[config.mk]
export PLATFORM = sky130hd
export DESIGN_NAME = layer_priority_ctrl
export DESIGN_NICKNAME = d
export VERILOG_FILES = /design/src/rtl/layer_priority_ctrl.sv
export SDC_FILE = /design/constraint.sdc
export NUM_CORES = 1
export LEC_CHECK = 0
export ABC_CLOCK_PERIOD_IN_PS = 6600
export CORE_MARGIN = 3
export CORE_UTILIZATION = 59
export DETAILED_ROUTE_END_ITERATION = 7
export PLACE_DENSITY = 0.93
export REMOVE_ABC_BUFFERS = 1
export SKIP_LAST_GASP = 1
export SYNTH_ARGS = -nofsm -noshare
export SYNTH_HDL_FRONTEND = slang
export SYNTH_SLANG_ARGS = --single-unit
export TNS_END_PERCENT = 5
[constraint.sdc]
create_clock -name clk -period 6.6 [get_ports clk]
set_input_delay 0.66 -clock clk [delete_from_list [all_inputs] [get_ports clk]]
set_output_delay 0.66 -clock clk [all_outputs]
set_load 0.1 [all_outputs]
[src/rtl/layer_priority_ctrl.sv]
// layer_priority_ctrl: per-pixel layer priority mux with a double-buffered priority table.
// Define LAYER_PRIORITY_FLASH_EN to build the hit-flash sequencer (inverts winner on alternate frames).
module layer_priority_ctrl #(
  parameter int NUM_LAYERS   = 6,
  parameter int IDX_W        = 3,
  parameter int FLASH_FRAMES = 8
) (
  input  logic                    clk,
  input  logic                    reset,
  input  logic                    startOfFrame,
  input  logic [NUM_LAYERS-1:0]   layerDrawingRequest,
  input  logic [8*NUM_LAYERS-1:0] layerRGB,
  input  logic [7:0]              backGroundRGB,
  input  logic                    cfg_valid,
  output logic                    cfg_ready,
  input  logic [IDX_W-1:0]        cfg_slot,
  input  logic [IDX_W-1:0]        cfg_layer,
  input  logic                    cfg_commit,
  input  logic                    flash_trigger,
  output logic [7:0]              pixelRGB,
  output logic [IDX_W-1:0]        selLayer,
  output logic                    flash_active
);

  localparam logic [IDX_W-1:0] NL = IDX_W'(NUM_LAYERS);

  logic [IDX_W-1:0] active_tbl [NUM_LAYERS];
  logic [IDX_W-1:0] shadow_tbl [NUM_LAYERS];
  logic             pending;
  logic [7:0]       rgb_arr [NUM_LAYERS];
  logic             win_found;
  logic [IDX_W-1:0] win_idx;
  logic [7:0]       win_rgb;
  logic             invert_pixel;

  assign cfg_ready = ~pending;

  always_comb begin
    for (int unsigned i = 0; i < NUM_LAYERS; i++) begin
      rgb_arr[IDX_W'(i)] = layerRGB[8*i +: 8];
    end
  end

  // First slot holding a valid, requesting layer wins; duplicates resolve to the earliest slot.
  always_comb begin
    win_found = 1'b0;
    win_idx   = '1;
    win_rgb   = backGroundRGB;
    for (int unsigned s = 0; s < NUM_LAYERS; s++) begin
      if (!win_found && (active_tbl[IDX_W'(s)] < NL)) begin
        if (layerDrawingRequest[active_tbl[IDX_W'(s)]]) begin
          win_found = 1'b1;
          win_idx   = active_tbl[IDX_W'(s)];
          win_rgb   = rgb_arr[active_tbl[IDX_W'(s)]];
        end
      end
    end
  end

  always_ff @(posedge clk) begin
    if (reset) begin
      pixelRGB <= '0;
      selLayer <= '1;
    end else begin
      selLayer <= win_idx;
      pixelRGB <= (win_found && invert_pixel) ? ~win_rgb : win_rgb;
    end
  end

  // Shadow writes are frozen while a commit waits for the next frame boundary.
  always_ff @(posedge clk) begin
    if (reset) begin
      pending <= 1'b0;
      for (int unsigned i = 0; i < NUM_LAYERS; i++) begin
        active_tbl[IDX_W'(i)] <= IDX_W'(i);
        shadow_tbl[IDX_W'(i)] <= IDX_W'(i);
      end
    end else if (pending) begin
      if (startOfFrame) begin
        active_tbl <= shadow_tbl;
        pending    <= 1'b0;
      end
    end else begin
      if (cfg_valid && (cfg_slot < NL)) begin
        shadow_tbl[cfg_slot] <= cfg_layer;
      end
      if (cfg_commit) begin
        pending <= 1'b1;
      end
    end
  end

`ifdef LAYER_PRIORITY_FLASH_EN
  typedef enum logic [1:0] {
    FL_IDLE,
    FL_ARMED,
    FL_RUN
  } flash_state_t;

  localparam logic [7:0] LAST_FRAME = 8'(FLASH_FRAMES - 1);

  flash_state_t flash_state;
  logic [7:0]   frame_cnt;

  always_ff @(posedge clk) begin
    if (reset) begin
      flash_state  <= FL_IDLE;
      frame_cnt    <= '0;
      flash_active <= 1'b0;
    end else begin
      case (flash_state)
        FL_IDLE: begin
          if (flash_trigger) begin
            flash_state  <= FL_ARMED;
            flash_active <= 1'b1;
          end
        end
        FL_ARMED: begin
          if (startOfFrame) begin
            flash_state <= FL_RUN;
            frame_cnt   <= '0;
          end
        end
        FL_RUN: begin
          if (startOfFrame) begin
            if (frame_cnt == LAST_FRAME) begin
              flash_state  <= FL_IDLE;
              flash_active <= 1'b0;
            end else begin
              frame_cnt <= frame_cnt + 8'd1;
            end
          end
        end
        default: begin
          flash_state  <= FL_IDLE;
          flash_active <= 1'b0;
        end
      endcase
    end
  end

  // The SOF pixel belongs to the frame being entered, so look ahead on startOfFrame.
  always_comb begin
    invert_pixel = 1'b0;
    case (flash_state)
      FL_ARMED: invert_pixel = startOfFrame;
      FL_RUN:   invert_pixel = startOfFrame ? ((frame_cnt != LAST_FRAME) && frame_cnt[0])
                                            : !frame_cnt[0];
      default:  invert_pixel = 1'b0;
    endcase
  end
`else
  logic unused_flash_trigger;
  assign unused_flash_trigger = flash_trigger;
  assign flash_active         = 1'b0;
  assign invert_pixel         = 1'b0;
`endif

endmodule

==> results.sh <==
export IMPL_status="complete, no violations"
export IMPL_vias=5364
export IMPL_maxCapViolations=0
export IMPL_holdWs_ns=0.4496
export IMPL_use_met3_pct=9.117
export IMPL_path_class="flop to flop"
export IMPL_ios=87
export IMPL_die_h_um=97.07
export IMPL_track_usage_pct=36.84
export IMPL_postCtsSetupBuffers=0
export IMPL_antennaDiodeCount=0
export IMPL_use_met2_pct=59.82
export IMPL_syn_to_final_growth_pct=19.10
export IMPL_wirelength_um=17780
export IMPL_wl_per_cell_um=24.20
export IMPL_p_per_area_nw_per_um2=154.6
export IMPL_clock_path_buffers=2
export IMPL_antenna_left=0
export IMPL_avgSynthCellArea_um2=8.422
export IMPL_cts_resized=0
export IMPL_power_share_switching_pct=37.34
export IMPL_dieArea_um2=9423
export IMPL_syn_area_um2=4893
export IMPL_fmax_mhz=255.5
export IMPL_clkSinkCount=48
export IMPL_multi_input_area_um2=3622
export IMPL_place_area_um2=5707
export IMPL_grt_overflow_total=0
export IMPL_ys_types=56
export IMPL_hold_class="flop to flop"
export IMPL_initial_core_util_pct=62.04
export IMPL_drive_above_1_share_pct=10.43
export IMPL_htree_num_levels=2
export IMPL_cts_tree="built"
export IMPL_ys_seq_area_share_pct=19.64
export IMPL_end_kind="flop"
export IMPL_finalSetupViolCount=0
export IMPL_grt_use_met1_pct=45.45
export IMPL_fillers=590
export IMPL_fin_crit_ns=3.914
export IMPL_power_frac_comb_pct=37.6
export IMPL_first_global_vias=5211
export IMPL_rows=32
export IMPL_firstDrtPassIters=6
export IMPL_final_setup_tns_ns=0
export IMPL_clk_latency_ns=0.33
export IMPL_hold_viol=0
export IMPL_hpwl_um=11640
export IMPL_viasPerCell=7.298
export IMPL_ys_async_sr_fraction_pct=0
export IMPL_skew_ns=0.01397
export IMPL_p_clk_share_pct=26.8
export IMPL_antenna_found_initial=0
export IMPL_first_iter_violations=765
export IMPL_crit_arrival_ns=4.17
export IMPL_power_switching_mw=0.3364
export IMPL_gp_congestion=1.011
export IMPL_ctsHoldBuffers=0
export IMPL_relSlewSlack_pct=29.35
export IMPL_grt_max_degree=39
export IMPL_crit_fanout=15
export IMPL_drc=0
export IMPL_rsz0062_at_grt="false"
export IMPL_fin_crit_sh_pct=59.30
export IMPL_path_clk_slew_ns=0.11
export IMPL_ys_warn_count=0
export IMPL_tightest_slew_ns=1.058
export IMPL_yosys_register_bits=48
export IMPL_grt_pass1_wl_um=27840
export IMPL_p_int_mw=0.5644
export IMPL_cts_buffers=5
export IMPL_die_w_um=97.07
export IMPL_core_area_um2=7888
export IMPL_leakagePower_nw=2.201
export IMPL_syn_inst=581
export IMPL_final_cell_mix="94 x mux2i_1, 84 x clkdlybuf4s50_1, 54 x nand2_1"
export IMPL_fin_nets=706
export IMPL_final_util_pct=73.89
export IMPL_synth_edf_count=0
export IMPL_seq_area_um2=960.9
export IMPL_clockRootBuffer="clkbuf_8"
export IMPL_synth_ff_type="dfxtp_1"
export IMPL_seq_power_share_pct=35.6
export IMPL_startpoint_type="flop"
export IMPL_grt_busiest_layer="met2"
export IMPL_slew_viol_final=0
export IMPL_critPathRequiredTime_ns=6.86
export IMPL_final_common_cell="mux2i_1"
export IMPL_io_buffers=84
export IMPL_final_area_um2=5828
export IMPL_vdd_drop_max_v=0.0001501
==> area by class of cell <==
| class | count | area share [%] |
|---|---|---|
| clock inverter | 2 | 0.6655 |
| clock buffer | 6 | 1.417 |
| timing repair buffer | 95 | 15.84 |
| multi-input combinational | 464 | 62.15 |
| inverter | 18 | 1.245 |
| sequential | 48 | 16.49 |
| tap | 102 | 2.190 |
==> path summary, 6_finish.rpt <==
kind | cells after the start | slack [ns] | startpoint | to
setup reg to reg | 8 | 2.69 | active_tbl[10] | pixelRGB[3]
setup / recovery | 8 | 2.69 | active_tbl[10] | pixelRGB[3]
hold / removal | 2 | 0.45 | shadow_tbl[15] | active_tbl[15]
hold reg to reg | 2 | 0.45 | shadow_tbl[15] | active_tbl[15]
==> power groups by stage <==
stage	combinational (mW)	sequential (mW)	clock [mW]
finish	0.338	0.321	0.242
global route	0.353	0.321	0.248
CTS	0.329	0.319	0.237
detailed placement	0.327	0.326	0
global placement	0.319	0.325	0
floorplan	0.139	0.382	0
==> flip-flops by register name, summed over array words and instances, names as in the netlist <==
name,count
active_tbl,18
pending,1
pixelRGB,8
selLayer,3
shadow_tbl,18
==> per-stage QoR <==
step	setup WS, ns	instances	total power, mW
after floorplan	3.169	530	0.5207
after global placement	2.667	727	0.6444
after detailed placement	2.647	727	0.6528
after CTS	2.874	735	0.8848
after global routing	2.491	735	0.9220
final	2.686	735	0.9008
==> metal layers <==
| layer | vias to the layer above | share of wire [%] |
|---|---|---|
| met5 | - | 0 |
| met4 | 0 | 6.5 |
| met3 | 138 | 14 |
| met2 | 498 | 45 |
| met1 | 2428 | 35 |
| li1 | 2300 | - |
==> critical path, cell delays in order (launching register included) <==
cell	delay, ns
dfxtp_1	0.84
buf_4	0.34
nand2b_1	0.46
nor2_1	0.17
or2_1	0.51
nor4_4	0.37
nor2b_1	0.87
o21ai_1	0.14
o21ai_1	0.13
==> cells in the mapped netlist, types with 2 or more instances <==
library cell   n  area share (%)
mux2_2        11             2.5
mux4_2        28              13
mux2_1         5             1.2
dfxtp_1       48              20
a221oi_1       6             1.1
buf_2         13             1.3
buf_6          3            0.69
nand2_1       54             4.1
a222oi_1       3            0.61
and2_1         2            0.26
o21ai_0       13             1.3
or3_1          7            0.89
nand2b_1      10             1.3
a22oi_1        3            0.46
o22ai_1       32             4.1
nor2_1        53             4.1
o311a_1        2            0.41
o21ai_1       21             2.1
nor2b_1       15             1.9
buf_1         11            0.84
a211o_1        7             1.3
mux2_4         2            0.61
a32oi_1        3            0.54
o211ai_1       2            0.31
nand3b_1       8             1.2
inv_1         17             1.3
clkbuf_1      22             1.7
nor4_1         6            0.77
buf_4          2            0.31
nand3_1        4            0.41
or2_1          2            0.26
nor3_1        15             1.5
a21oi_1       23             2.4
o41a_1         6             1.4
mux2i_1       94              19
o221ai_1       8             1.4
==> kinds of logic after synthesis <==
group	synth area share, %
compound gates	19.10
simple gates	18.44
other cells	0.07663
flops	19.64
mux	36.41
buf+inv	6.341
No activity file was read; power rests on OpenSTA's default activity.
